`src/rtl/cl_capture_sched_pkg.sv`:
```
// Shared encodings for the Camera Link capture scheduler.
// Word layout and state codes used by the bus side and the PC decoder.
package cl_capture_sched_pkg;

  localparam int N_FRAME_SIZE_DEF = 20;
  localparam int N_LINE_SIZE_DEF  = 12;
  localparam int N_CLK_SIZE_DEF   = 10;
  localparam int DATA_W_DEF       = 80;

  localparam int FLAGS_W         = 6;
  localparam int FLG_FRAME_FIRST = 5;
  localparam int FLG_LINE_FIRST  = 4;
  localparam int FLG_LAST_FRAME  = 3;
  localparam int FLG_OVERFLOW    = 2;

  localparam int OFS_DATA  = 0;
  localparam int OFS_FLAGS = OFS_DATA + DATA_W_DEF;
  localparam int OFS_CLK   = OFS_FLAGS + FLAGS_W;
  localparam int OFS_LINE  = OFS_CLK + N_CLK_SIZE_DEF;
  localparam int OFS_FRAME = OFS_LINE + N_LINE_SIZE_DEF;
  localparam int OUT_W_DEF = OFS_FRAME + N_FRAME_SIZE_DEF;

  typedef enum logic [2:0] {
    ST_IDLE    = 3'd0,
    ST_ARMED   = 3'd1,
    ST_WAIT_FV = 3'd2,
    ST_SKIP    = 3'd3,
    ST_CAPTURE = 3'd4,
    ST_DONE    = 3'd5
  } state_t;

  function automatic logic [FLAGS_W-1:0] mk_flags(
    input logic frame_first,
    input logic line_first,
    input logic last_frame,
    input logic ovf
  );
    logic [FLAGS_W-1:0] f;
    f = '0;
    f[FLG_FRAME_FIRST] = frame_first;
    f[FLG_LINE_FIRST]  = line_first;
    f[FLG_LAST_FRAME]  = last_frame;
    f[FLG_OVERFLOW]    = ovf;
    return f;
  endfunction

endpackage

```
`src/rtl/cl_timing_cnt.sv`:
```
// Camera Link fval/lval edge detection plus line and beat counters.
// Reusable wherever the CL raster position is needed.
module cl_timing_cnt
  import cl_capture_sched_pkg::*;
#(
  parameter int N_LINE_SIZE = N_LINE_SIZE_DEF,
  parameter int N_CLK_SIZE  = N_CLK_SIZE_DEF
) (
  input  logic                   cl_clk,
  input  logic                   reset,
  input  logic                   cl_fval,
  input  logic                   cl_lval,
  output logic                   fval_rise,
  output logic                   fval_fall,
  output logic                   lval_fall,
  output logic [N_LINE_SIZE-1:0] line_idx,
  output logic [N_CLK_SIZE-1:0]  clk_idx
);

  localparam logic [N_LINE_SIZE-1:0] LINE_ONE = 1;
  localparam logic [N_CLK_SIZE-1:0]  CLK_ONE  = 1;

  logic fval_d;
  logic lval_d;

  assign fval_rise = cl_fval & ~fval_d;
  assign fval_fall = ~cl_fval & fval_d;
  assign lval_fall = ~cl_lval & lval_d;

  // one-cycle delayed copies of the valid strobes
  always_ff @(posedge cl_clk or posedge reset) begin
    if (reset) begin
      fval_d <= 1'b0;
      lval_d <= 1'b0;
    end else begin
      fval_d <= cl_fval;
      lval_d <= cl_lval;
    end
  end

  // line index: restarts per frame, steps at each line end
  always_ff @(posedge cl_clk or posedge reset) begin
    if (reset)
      line_idx <= '0;
    else if (fval_rise)
      line_idx <= '0;
    else if (lval_fall)
      line_idx <= line_idx + LINE_ONE;
  end

  // beat index within a line; wraps silently on long lines
  always_ff @(posedge cl_clk or posedge reset) begin
    if (reset)
      clk_idx <= '0;
    else if (!cl_lval)
      clk_idx <= '0;
    else
      clk_idx <= clk_idx + CLK_ONE;
  end

endmodule

```
`src/rtl/cl_capture_sched.sv`:
```
// Frame capture scheduler: gates CL beats into tagged FIFO words,
// with decimation, almost-full frame drop, abort and overflow status.
module cl_capture_sched
  import cl_capture_sched_pkg::*;
#(
  parameter int N_FRAME_SIZE = N_FRAME_SIZE_DEF,
  parameter int N_LINE_SIZE  = N_LINE_SIZE_DEF,
  parameter int N_CLK_SIZE   = N_CLK_SIZE_DEF,
  parameter int DATA_W       = DATA_W_DEF
) (
  input  logic                    reset,
  input  logic                    cl_clk,
  input  logic                    cmd_valid,
  output logic                    cmd_ready,
  input  logic [N_FRAME_SIZE-1:0] cmd_n_frames,
  input  logic [N_LINE_SIZE-1:0]  cmd_line_first,
  input  logic [N_LINE_SIZE-1:0]  cmd_line_last,
  input  logic [3:0]              cmd_decim,
  input  logic                    abort,
  input  logic                    cl_fval,
  input  logic                    cl_lval,
  input  logic [DATA_W-1:0]       cl_data,
  input  logic                    fifo_afull,
  input  logic                    fifo_full,
  output logic [N_FRAME_SIZE+N_LINE_SIZE+N_CLK_SIZE+FLAGS_W+DATA_W-1:0] out_data,
  output logic                    out_valid,
  output logic                    done,
  output logic                    aborted,
  output logic                    busy,
  output logic [15:0]             drop_cnt,
  output logic                    overflow
);

  localparam logic [N_FRAME_SIZE-1:0] FRAME_ONE = 1;

  state_t state;
  state_t state_nxt;
  state_t start_st;

  logic [N_FRAME_SIZE-1:0] n_frames_q;
  logic [N_LINE_SIZE-1:0]  line_first_q;
  logic [N_LINE_SIZE-1:0]  line_last_q;
  logic [3:0]              decim_q;
  logic [N_FRAME_SIZE-1:0] frame_idx;
  logic [3:0]              decim_cnt;
  logic                    first_pend;
  logic                    aborted_q;

  logic fval_rise;
  logic fval_fall;
  logic lval_fall;
  logic [N_LINE_SIZE-1:0] line_idx;
  logic [N_CLK_SIZE-1:0]  clk_idx;

  logic accept;
  logic frame_start;
  logic frame_inc;
  logic abort_hit;
  logic skip_dec;
  logic skip_drop;
  logic take;
  logic last_frame;
  logic in_win;
  logic cap_word;
  logic ovf_now;
  logic [FLAGS_W-1:0] flags;

  cl_timing_cnt #(
    .N_LINE_SIZE (N_LINE_SIZE),
    .N_CLK_SIZE  (N_CLK_SIZE)
  ) u_timing (
    .cl_clk    (cl_clk),
    .reset     (reset),
    .cl_fval   (cl_fval),
    .cl_lval   (cl_lval),
    .fval_rise (fval_rise),
    .fval_fall (fval_fall),
    .lval_fall (lval_fall),
    .line_idx  (line_idx),
    .clk_idx   (clk_idx)
  );

  assign cmd_ready = (state == ST_IDLE) && !reset;
  assign busy      = (state != ST_IDLE);
  assign done      = (state == ST_DONE) || aborted_q;
  assign aborted   = aborted_q;

  assign skip_dec   = (decim_cnt != 4'd0);
  assign skip_drop  = !skip_dec && fifo_afull;
  assign take       = !skip_dec && !fifo_afull;
  assign start_st   = take ? ST_CAPTURE : ST_SKIP;
  assign last_frame = (frame_idx + FRAME_ONE) == n_frames_q;
  assign in_win     = (line_first_q <= line_idx) &&
                      (line_idx <= line_last_q);
  assign cap_word   = (state == ST_CAPTURE) && cl_lval &&
                      in_win && !abort;
  // fifo_full is judged when the word is formed, so the word itself
  // can carry the overflow flag it caused
  assign ovf_now    = overflow | (cap_word & fifo_full);
  assign flags      = mk_flags(first_pend, clk_idx == '0,
                               last_frame, ovf_now);

  // state register
  always_ff @(posedge cl_clk or posedge reset) begin
    if (reset)
      state <= ST_IDLE;
    else
      state <= state_nxt;
  end

  // next state and per-cycle control strobes
  always_comb begin
    state_nxt   = state;
    accept      = 1'b0;
    frame_start = 1'b0;
    frame_inc   = 1'b0;
    abort_hit   = 1'b0;
    unique case (state)
      ST_IDLE: begin
        if (cmd_valid && cmd_ready) begin
          accept    = 1'b1;
          state_nxt = (cmd_n_frames == '0) ? ST_DONE : ST_ARMED;
        end
      end
      ST_ARMED: begin
        if (!cl_fval)
          state_nxt = ST_WAIT_FV;
      end
      ST_WAIT_FV: begin
        if (fval_rise) begin
          frame_start = 1'b1;
          state_nxt   = start_st;
        end
      end
      ST_SKIP: begin
        if (fval_fall) begin
          state_nxt = ST_WAIT_FV;
        end else if (fval_rise) begin
          frame_start = 1'b1;
          state_nxt   = start_st;
        end
      end
      ST_CAPTURE: begin
        // a rise here means the fall was missed: end and restart
        if (fval_fall || fval_rise) begin
          frame_inc = 1'b1;
          if (last_frame) begin
            state_nxt = ST_DONE;
          end else if (fval_rise) begin
            frame_start = 1'b1;
            state_nxt   = start_st;
          end else begin
            state_nxt = ST_WAIT_FV;
          end
        end
      end
      ST_DONE: state_nxt = ST_IDLE;
      default: state_nxt = ST_IDLE;
    endcase
    if (abort && state != ST_IDLE) begin
      state_nxt   = ST_IDLE;
      abort_hit   = 1'b1;
      frame_start = 1'b0;
      frame_inc   = 1'b0;
    end
  end

  // command latch, frame bookkeeping and drop accounting
  always_ff @(posedge cl_clk or posedge reset) begin
    if (reset) begin
      n_frames_q   <= '0;
      line_first_q <= '0;
      line_last_q  <= '0;
      decim_q      <= '0;
      frame_idx    <= '0;
      decim_cnt    <= '0;
      drop_cnt     <= '0;
      first_pend   <= 1'b0;
      aborted_q    <= 1'b0;
      overflow     <= 1'b0;
    end else begin
      aborted_q <= abort_hit;
      overflow  <= accept ? 1'b0 : ovf_now;
      if (accept) begin
        n_frames_q   <= cmd_n_frames;
        line_first_q <= cmd_line_first;
        line_last_q  <= cmd_line_last;
        decim_q      <= cmd_decim;
        frame_idx    <= '0;
        decim_cnt    <= '0;
      end else begin
        if (frame_inc)
          frame_idx <= frame_idx + FRAME_ONE;
        if (frame_start) begin
          unique case (1'b1)
            skip_dec: decim_cnt <= decim_cnt - 4'd1;
            skip_drop: begin
              decim_cnt <= decim_q;
              if (drop_cnt != 16'hFFFF)
                drop_cnt <= drop_cnt + 16'd1;
            end
            take: decim_cnt <= decim_q;
            default: decim_cnt <= decim_cnt;
          endcase
        end
      end
      if (frame_start && take)
        first_pend <= 1'b1;
      else if (cap_word)
        first_pend <= 1'b0;
    end
  end

  // registered output word, one cycle behind the sampled beat
  always_ff @(posedge cl_clk or posedge reset) begin
    if (reset) begin
      out_valid <= 1'b0;
      out_data  <= '0;
    end else begin
      out_valid <= cap_word;
      if (cap_word)
        out_data <= {frame_idx, line_idx, clk_idx, flags, cl_data};
    end
  end

endmodule

```
`config.mk`:
```
export PLATFORM = sky130hd
export DESIGN_NAME = cl_capture_sched
export DESIGN_NICKNAME = d
export VERILOG_FILES = /design/src/rtl/cl_capture_sched_pkg.sv /design/src/rtl/cl_timing_cnt.sv /design/src/rtl/cl_capture_sched.sv
export SDC_FILE = /design/constraint.sdc
export NUM_CORES = 1
export LEC_CHECK = 0
export ABC_AREA = 1
export ABC_CLOCK_PERIOD_IN_PS = 21500
export CORE_UTILIZATION = 50
export CTS_CLUSTER_DIAMETER = 120
export CTS_CLUSTER_SIZE = 14
export DETAILED_ROUTE_END_ITERATION = 7
export PLACE_DENSITY_LB_ADDON = 0.2
export SETUP_SLACK_MARGIN = 0.05
export SLEW_MARGIN = 25
export SYNTH_ARGS = -nofsm -noshare
export SYNTH_HDL_FRONTEND = slang
export SYNTH_SLANG_ARGS = --single-unit
```
`constraint.sdc`:
```
create_clock -name cl_clk -period 21.5 [get_ports cl_clk]
set_input_delay 3.225 -clock cl_clk [delete_from_list [all_inputs] [get_ports cl_clk]]
set_output_delay 3.225 -clock cl_clk [all_outputs]
set_load 0.02 [all_outputs]
```
**Word-level counts from Yosys, hierarchy flattened**

Cells that the tools add are included.

- Register bits: 245
- Latch bits: 0
- Memory bits (writable): 0
- ROM bits: 0
- Memories: 0

- $add $sub $neg: 5
- $mul: 0
- Div/mod/pow operators: 0
- Magnitude comparators: 2
- Eq/ne operators: 10
- Shifts and indexed selects: 0
- Muxes and demuxes: 34
- Bitwise operators: 9
- Reduce and logical (&&, ||, !) cells: 30

Operators with widths:

| kind | number |
|---|---|
| 20-bit 2-to-1 mux | 2 |
| 3-bit 2-to-1 mux | 10 |
| 12-bit less-or-equal comparator | 2 |
| 12-bit 2-to-1 mux | 2 |
| 20-bit by 1-bit adder with 20-bit output, second input constant | 1 |
| 20-bit == test | 1 |
| 20-bit zero test | 1 |
| 16-bit by 1-bit adder with 16-bit output, second input constant | 1 |
| 16-bit != test, second input constant | 1 |
| 3-bit case mux with 5 select lines | 1 |
| 1-bit 2-to-1 mux | 14 |
| 12-bit by 1-bit adder with 12-bit output, second input constant | 1 |
| 10-bit by 1-bit adder with 10-bit output, second input constant | 1 |
| 1-bit logical AND | 10 |
| 10-bit zero test | 1 |
| 10-bit 2-to-1 mux | 1 |
| 4-bit 2-to-1 mux | 2 |
| 4-bit case mux with 2 select lines | 1 |
| 2-bit nonzero test | 4 |
| 3-bit by 2-bit == test with 1-bit output, second input constant | 2 |
| 3-bit == test, second input constant | 2 |
| 3-bit by 1-bit != test with 1-bit output, second input constant | 2 |
| 3-bit nonzero test | 2 |
| 1-bit bitwise AND | 4 |
| 14 further kinds | 21 |

**Logic depth before layout (Yosys ltp)**

Gate-level depths: netlist (run 1).

- Depth in word-level cells: 9
- Mapped depth: 19
- Gate-level depth less buffers: 18

**By module**

Synthesis (run 1) repeated with hierarchy kept, for this count alone.

- Cell total of the unflattened synthesis: 1459
- Area total of the unflattened synthesis: 11691.2 um^2

By module, submodules not included:

| module | times used | cells each | area an instance (um^2) | sequential area each (um^2) |
|---|---|---|---|---|
| cl_capture_sched | 1 | 1309 | 10466.3 | 5530.3 |
| cl_timing_cnt | 1 | 150 | 1224.9 | 600.6 |

**Worst setup path before layout (run 1)**

No wires, ideal clock.

- Path type: input-to-output
- Start point: input reset
- End point: output cmd_ready
- Data arrival time: 3547 ps
- Data required time: 18275 ps
- Slack: 14728 ps
- Stages on the path: 1
- Buffers on the path: 0
- Cell sequence: nor2_1

- Cells in the longest elaborated chain, start to end: 2

RTL lines:

| what | line | text |
|---|---|---|
| start, declared | cl_capture_sched.sv:11 | `input logic reset,` |
| 1-bit zero test (no line) | - |  |
| 1-bit logical AND | cl_capture_sched.sv:83 | `assign cmd_ready = (state == ST_IDLE) && !reset;` |
| end, declared | cl_capture_sched.sv:14 | `output logic cmd_ready,` |

Every way passes these cells.

**Worst setup path in the final report (run 1)**

Ends and elaborated chain as after synthesis.

==> results of run 1 <==
==> critical path, stage by stage <==
cell	delay (ns)
sky130_fd_sc_hd__clkdlybuf4s50_1	0.51
sky130_fd_sc_hd__nor2_1	0.19
sky130_fd_sc_hd__clkdlybuf4s50_1	0.62
==> cell families after synthesis <==
| kind of cell | count (synthesis) | synth area share, % |
|---|---|---|
| xor gates and xnor gates | 19 | 1.87 |
| and+or+nand+nor | 754 | 27.0 |
| DFF | 245 | 53.4 |
| other | 1 | 0.0326 |
| AOI/OAI and AO/OA | 158 | 7.40 |
| buffers and inverters | 195 | 6.71 |
| adders and majority gates | 33 | 3.59 |
==> layout make-up <==
class                   count  area (sq um)  share of cell area, %
multi-input cells         966          4600                   30.6
flip-flops and latches    245          6130                   40.7
clock buffers              21           526                   3.49
well taps                 285           357                   2.37
repair buffers            289          2880                   19.1
inverters                 144           549                   3.65
diodes                      3          7.51                 0.0499
clock inverters             1          8.76                 0.0582
==> power breakdown <==
part	internal (mW)	total (mW)	switching (mW)
Combinational	0.135	0.326	0.191
Sequential	0.526	0.568	0.0414
Clock	0.173	0.333	0.160
Total	0.835	1.23	0.392
==> how the worst max path moves through the flow <==
stage / endpoint / cells after the start / slack (ns) / from
3_5_place_dp: cmd_ready / 3 / 13.74 / reset
3_3_place_gp: cmd_ready / 3 / 13.74 / reset
5_1_grt: cmd_ready / 3 / 13.68 / reset
2_1_floorplan: aborted$_DFF_PP0_ / 1 / 11.55 / reset
6_report: cmd_ready / 3 / 13.73 / reset
4_1_cts: cmd_ready / 3 / 13.73 / reset
==> sequential cells by signal, indices dropped and copies added (netlist names) <==
name and cells:
aborted 1, decim_cnt 4, decim_q 4, drop_cnt 16, first_pend 1, frame_idx 20, line_first_q 12, line_last_q 12
n_frames_q 20, out_data 126, out_valid 1, overflow 1, state 3, u_timing.clk_idx 10, u_timing.fval_d 1, u_timing.line_idx 12
u_timing.lval_d 1
==> metrics by stage <==
stage                     worst slack, ns  utilization, %  area, sq um  instances
final                               13.73            66.7        15100       1954
after global routing                13.68            66.7        15100       1953
after CTS                           13.73            66.7        15000       1951
after detailed placement            13.74            64.3        14500       1929
after global placement              13.74            64.3        14500       1929
after floorplan                     11.55               -        11500       1406
==> per-layer routing <==
layer	up-vias	wire, um	global-route usage [%]
li1	4988	-	-
met5	-	0	0
met1	4732	12300	31.2
met3	74	1620	3.95
met2	319	14300	44.8
met4	0	1100	10.8
==> cells in the final DEF, fill, tap and decap left out, drive strengths merged, types with 2 or more instances in the layout <==
cell type      instances
nand2                565
clkdlybuf4s50        283
dfrtp                245
inv                  144
o21ai                100
nand3                 66
nor2                  57
ha                    33
a21oi                 31
nor3                  28
nand4                 27
clkbuf                21
o22ai                 15
xor2                  13
nor4                   8
buf                    6
diode                  3
xnor3                  3
nand3b                 3
xnor2                  3
a211oi                 3
conb                   2
==> flow_results.org, run 1 <==
** Floorplanning
- During I/O placement, the number of pins put on the boundary was between 200 and 300.
- The die covers 23,600 sq um.
- Initial Util :: 50.9%
- Floorplan die width :: 154 um
- In this run the vertical extent of the chip is 154 um.
- In this run the core area contains 55 standard-cell rows.
- In this run the standard cell core region covers 22,600 sq um.

** Placement
- Global placement routability congestion :: 0.906
- In this run the tool buffered the top-level ports with 283 buffer cells.
- Detailed placement ended at an HPWL of around 21,000 um.

** Power and ir drop
- For this design the ratio of total power to cell area is 81.5 nW/um^2.
- Across the VDD grid, the largest voltage drop is ~66 uV.
- P_leak :: 7.34 nW
- Total power of the final layout :: between 1 and 1.5 mW

** Clock network
- Total setup buffers inserted after CTS :: 0
- In this run the number of H-tree levels came out at 1.
- Clock insertion delay at the later pin of the skew report :: roughly 0.5 ns
- TritonCTS clock tree :: yes
- The clock net in this run drives a total of 245 sinks.
- The number of gates resized after CTS was 0.
- Buffers inserted to repair hold after CTS numbered 0.
- Clock Tree Root :: sky130_fd_sc_hd__clkbuf_16
- Clock-pin slew was measured on the worst setup and hold paths at 0.06 ns.
- The longest clock path from root to sink contains 3 buffers.
- Number of buffers created by CTS :: 21

** Yosys
- Synthesis inferred 245 register bits.
- Sequential elements use 53.4% of the synthesized area.
- Cell accounting for the most synthesized area :: sky130_fd_sc_hd__dfrtp_1
- Post-synthesis instance area :: 11,500 sq um
- Ranked by instance count, the synthesized netlist is headed by 560 x sky130_fd_sc_hd__nand2_1, 245 x sky130_fd_sc_hd__dfrtp_1, 140 x sky130_fd_sc_hd__inv_1, 96 x sky130_fd_sc_hd__o21ai_0, 65 x sky130_fd_sc_hd__nand3_1.
- Cell types with the largest area share after synthesis :: sky130_fd_sc_hd__dfrtp_1 53%, sky130_fd_sc_hd__nand2_1 18%, sky130_fd_sc_hd__inv_1 4.6%
- Syn avg cell area :: 8.18 sq um
- Among all flip-flop cells after synthesis, the most frequent one is sky130_fd_sc_hd__dfrtp_1.
- Number of enable flip-flop cells after synthesis :: 0
- In the post-synthesis netlist, the cell with the most instances is sky130_fd_sc_hd__nand2_1.
- Yosys mapped the design onto 40 distinct sky130hd cell types.
- The Yosys step of the flow raised 0 warnings.
- After technology mapping, the gate count stands at ~1,400.
- Counting flops with an async set or reset pin after synthesis yields a share of 100%.
- Summed over its instances, the top area cell type makes up between 50% and 60% of the synthesized netlist area.

** Final layout
- Of the cells placed in the final design, the portion with a size suffix greater than 1 is between 2 and 3%.
- Filler cell count in the final layout :: approximately 1,900
- Compared with the post-synthesis result, the final layout area differs by 31.1%.
- After the last flow step, the layout net total stands at 1,836.

** Detailed routing
- After detailed routing, the number of vias per cell comes to about 5.2.
- Count of routing violations after the opening detailed-route iteration :: 686
- Total wirelength of the detailed-routed design :: 29,300 um
- Number of DRC violations after detailed routing :: 0
- After detailed routing, the average wire length per cell comes to 15.0 um.
- Iteration count of the initial detailed-routing pass :: 5
- Once detail routing completed, the nets flagged for antenna violations numbered 0.
- The routed layout has 10,113 vias.

** Timing
- The final max-slew violation count was 0.
- Final hold analysis gives a worst-case slack of 0.457 ns.
- Portion of the clock cycle consumed by the worst path in the final layout :: 36.2%
- Setup total negative slack :: 0 ns
- Slew headroom :: 38.7%
- Unrepaired setup endpoints after global routing :: no
- For this run, the top clock speed supported by timing is ~130 MHz.
- The clock arrives with between 0.015 and 0.02 ns of skew.
- Final hold violation count :: 0
- At the pin with the least slew margin, the transition time is about 0.9 ns.
- Counting I/O delays and the setup requirement, the final critical path takes 7.77 ns.
- Total setup violations reported at the end of the flow :: 0

** GRT
- Global-route wire length before repair :: just under 50,000 um
- Largest net degree at the start of global routing :: around 110
- Remaining global-route overflow :: 0
- Number of global-route vias before repair :: 9,941
- Global routing consumed, over all layers together, around 25% of the routing resources.
- Antenna violations before repair :: 2

** Min path
- For hold timing, the worst endpoint is u_timing.clk_idx[0]$_DFF_PP0_.
- Along the worst hold path, the cell count comes to 1.
- Class of the worst hold path :: register to register
- Hold path start :: u_timing.clk_idx[0]$_DFF_PP0_

** Flow run
- Max-capacitance violation count :: 0

** Setup path
- In this run the worst path has a maximum fanout of 2.
- For flop-to-flop paths, the worst setup slack is roughly 18 ns.
- Data arrives at the worst endpoint at roughly 4.6 ns.
- STA classifies the critical path endpoint as an output port.
- Critical path launch point type :: primary input
- Reg2reg end :: out_data[82]$_DFFE_PP0P_
- The number of cells on the worst reg-to-reg path is 13.
- Path type of the worst setup path :: primary input to output port
- Critical path required time :: 18.27 ns
- In this run the critical register-to-register path is launched from u_timing.line_idx[11]$_DFFE_PP0P_.

** Outcome
- Result of the run :: finished clean
Power figures use the tool's default switching activity.
==> run 2, diff against run 1 <==
Settings changed: ABC_CLOCK_PERIOD_IN_PS 21500 to 7000, CORE_UTILIZATION 50 to 45.
Clock period 21.5 ns to 7 ns, I/O delays scaled along.
==> flow_results.org, run 2 (same netlist as run 1, synthesis figures left out) <==
** Placement
- The final weighted congestion in routability-driven placement was 0.854 (was 0.906).
- Buffers on Ports :: 283 (unchanged)
- The total half-perimeter wirelength after legalization and detailed placement came to 21,000 um (was 20,700 um).

** Setup path
- Reg2reg end :: frame_idx[7]$_DFFE_PP0P_ (was out_data[82]$_DFFE_PP0P_)
- The number of cell instances on the worst register-to-register path came to 8 (was 13).
- The source of the worst register-to-register timing path is state[0]$_DFFE_PP0P_ (was u_timing.line_idx[11]$_DFFE_PP0P_).
- The data required time of the worst path was 7.35 ns (was 18.27 ns).
- The startpoint class of the critical path is a primary input (unchanged).
- The maximum fanout count along the critical path is 20 (was 2).
- The type of the worst setup path was primary input to register (was primary input to output port).
- Endpoint type of the worst setup path :: register (was output port)
- The worst reg-to-reg setup slack was 3.53 ns (was 17.67 ns).
- The critical path data arrival time was 4.25 ns (was 4.55 ns).

** Min path
- Class of the worst hold path :: register to register (unchanged)
- The start point of the worst hold path is out_data[91]$_DFFE_PP0P_ (was u_timing.clk_idx[0]$_DFF_PP0_).
- The count of cells along the worst hold path came to 2 (was 1).
- Worst hold path endpoint :: out_data[91]$_DFFE_PP0P_ (was u_timing.clk_idx[0]$_DFF_PP0_)

** Clock network
- Clock buffer depth :: 3 (unchanged)
- The clock tree root buffer cell was sky130_fd_sc_hd__clkbuf_16 (unchanged).
- The maximum level of the CTS H-tree came to 1 (unchanged).
- CTS sink cnt :: 245 (unchanged)
- The number of buffers inserted by hold repair at cts came to 0 (unchanged).
- The count of cells resized by post-cts repair was 0 (unchanged).
- Clock insertion delay at the later pin of the skew report :: 0.50 ns (was 0.51 ns)
- The clock transition at the registers of the reported paths was 0.07 ns (was 0.06 ns).
- The count of buffers added by post-CTS timing repair for setup was 0 (unchanged).
- The clock tree from TritonCTS was yes (unchanged).
- Number of buffers created by CTS :: 21 (unchanged)

** Floorplanning
- Number of rows created at floorplan :: 58 (was 55)
- Vertical extent of the die :: 162 um (was 154 um)
- The core region area was 25,100 sq um (was 22,600 sq um).
- The initial standard-cell utilization of the core is 45.7% (was 50.9%).
- Floorplan die width :: 162 um (was 154 um)
- I/O pin cnt :: 286 (unchanged)
- Die Outline Area :: 26,200 sq um (was 23,600 sq um)

** Power and ir drop
- The power density over cell area is 250 nW/um^2 (was 81.5 nW/um^2).
- Sw frac :: 32.0% (about the same)
- Part of the power in the clock network :: 27.1% (was 27.2%)
- Power share of the combinational group :: 26.8% (was 26.5%)
- Switching pwr :: 1.21 mW (was 0.392 mW)
- Sequential share of power :: 46.2% (was 46.3%)
- The static leakage was 7.34 nW (about the same).
- The maximum vdd drop was 158 uV (was 66.4 uV).
- Power Internal :: 2.57 mW (was 0.835 mW)

** GRT
- Antenna violations before repair :: 1 (was 2)
- The global-route wire length before repair is 47,200 um (was 48,800 um).
- Gr usage total :: 22.2% (was 25.5%)
- The largest net degree at the start of global routing is 154 (was 108).
- The via count of the first global-routing pass came to 9,552 (was 9,941).
- The total overflow reported by the global router came to 0 (unchanged).

** Detailed routing
- Vias per Instance :: 4.99 (was 5.18)
- The total vias in the final route is 9,966 (was 10,113).
- The DRC violation total after the first TritonRoute iteration was 730 (was 686).
- The post-detailed-routing wire length came to 29,400 um (was 29,300 um).
- The count of nets left with antenna violations after detail routing is 0 (unchanged).
- Routed wire per std cell :: 14.7 um (was 15.0 um)
- Number of DRC violations after detailed routing :: 0 (unchanged)
- Iteration count of the initial detailed-routing pass :: 5 (unchanged)

** Final layout
- Top Registers: out_data (126), frame_idx (20), n_frames_q (20) (unchanged).
- Largest register FFs :: 126 (unchanged)
- Leading cell types in the layout, fill and taps excluded: 560 x sky130_fd_sc_hd__nand2_1, 283 x sky130_fd_sc_hd__clkdlybuf4s50_1, 245 x sky130_fd_sc_hd__dfrtp_1, 139 x sky130_fd_sc_hd__inv_1, 96 x sky130_fd_sc_hd__o21ai_0 (unchanged).
- Final net count :: 1,836 (unchanged)
- The layout-stage area growth over the synthesis result was 31.6% (was 31.1%).
- Largest reg by FF count :: out_data (unchanged)
- Fraction of final layout cells with drive strength greater than 1 :: 2.88% (unchanged)
- The leading cell type in the layout, fill and taps excluded is sky130_fd_sc_hd__nand2_1 (unchanged).

** Timing
- Slew headroom :: 33.3% (was 38.7%)
- Portion of the clock cycle consumed by the worst path in the final layout :: 55.7%
- The final max-slew violation count is 0 (unchanged).
- For this run, the top clock speed supported by timing is 256 MHz.
- The transition time at the pin with the least slew margin came to 1.00 ns (was 0.920 ns).
- Worst hold-check slack :: 0.477 ns (was 0.457 ns)
- The sum of negative setup slack is 0 ns (unchanged).
- Final Skew :: 0.0134 ns (was 0.0162 ns)
- Clock period minus final worst setup slack :: 3.90 ns
- Total setup violations reported at the end of the flow :: 0 (unchanged)
- Unrepaired setup endpoints after global routing :: no (unchanged)
- Final hold violation count :: 0 (unchanged)

** Flow run
- The total of max-cap violations came to 0 (unchanged).

** Outcome
- Result of the run: finished clean (unchanged).
## run 2: cell count changes in the layout (fill, tap and decap cells not counted), sizes merged
| cell | change |
|---|---|
| diode | -2 |
| clkinv | -1 |
| clkinvlp | +1 |
## run 2: metal layers
| layer | vias up | share of wire (%) | GRT usage [%] |
|---|---|---|---|
| met5 | - | 0 | 0 |
| met2 | 269 | 49 | 39.3 |
| met1 | 4648 | 44 | 28.2 |
| li1 | 4995 | - | - |
| met3 | 54 | 4.6 | 2.55 |
| met4 | 0 | 2.9 | 7.25 |
## run 2: area by class of cell
cell class                 count  area, sq um
clock buffer                  21          526
antenna                        1         2.50
sequential                   245         6130
clock inverter                 1         8.76
fill                        2229         9990
inverter                     144          544
timing repair buffer         289         2890
tap                          330          413
multi-input combinational    966         4600
## run 2: how the worst max path moves through the flow
stage / from / endpoint / slack, ns / cells past startpoint
2_1_floorplan: reset / aborted$_DFF_PP0_ / 2.73 / 1
3_3_place_gp: cl_fval / frame_idx[18]$_DFFE_PP0P_ / 2.75 / 7
3_5_place_dp: cl_fval / frame_idx[7]$_DFFE_PP0P_ / 2.59 / 7
4_1_cts: cl_fval / frame_idx[7]$_DFFE_PP0P_ / 3.11 / 7
5_1_grt: cl_fval / frame_idx[18]$_DFFE_PP0P_ / 2.85 / 7
6_report: cl_fval / frame_idx[7]$_DFFE_PP0P_ / 3.10 / 7
## run 2: metrics by stage
stage	total power, mW	area (sq um)	utilization (%)	setup slack [ns]	std cells
2_1_floorplan	2.39	11500	-	2.73	1406
3_3_place_gp	2.73	14600	58.1	2.75	1974
3_5_place_dp	2.78	14600	58.1	2.59	1974
4_1_cts	3.82	15100	60.2	3.11	1996
5_1_grt	4.01	15100	60.2	2.85	1997
6_report	3.77	15100	60.2	3.10	1997
## run 2: power groups by stage
stage | logic (mW) | clock network (mW) | registers, mW
2_1_floorplan | 0.604 | 0 | 1.79
3_3_place_gp | 0.975 | 0 | 1.76
3_5_place_dp | 1.01 | 0 | 1.77
4_1_cts | 1.02 | 1.06 | 1.74
5_1_grt | 1.14 | 1.10 | 1.76
6_report | 1.01 | 1.02 | 1.74
## run 2: critical path, cell delays in order
cell and delay [ns]:
sky130_fd_sc_hd__clkdlybuf4s50_1 0.59, sky130_fd_sc_hd__inv_1 0.08, sky130_fd_sc_hd__ha_1 0.33, sky130_fd_sc_hd__nor3_1 0.75, sky130_fd_sc_hd__inv_1 0.54, sky130_fd_sc_hd__nand2_1 0.71, sky130_fd_sc_hd__o21ai_0 0.19
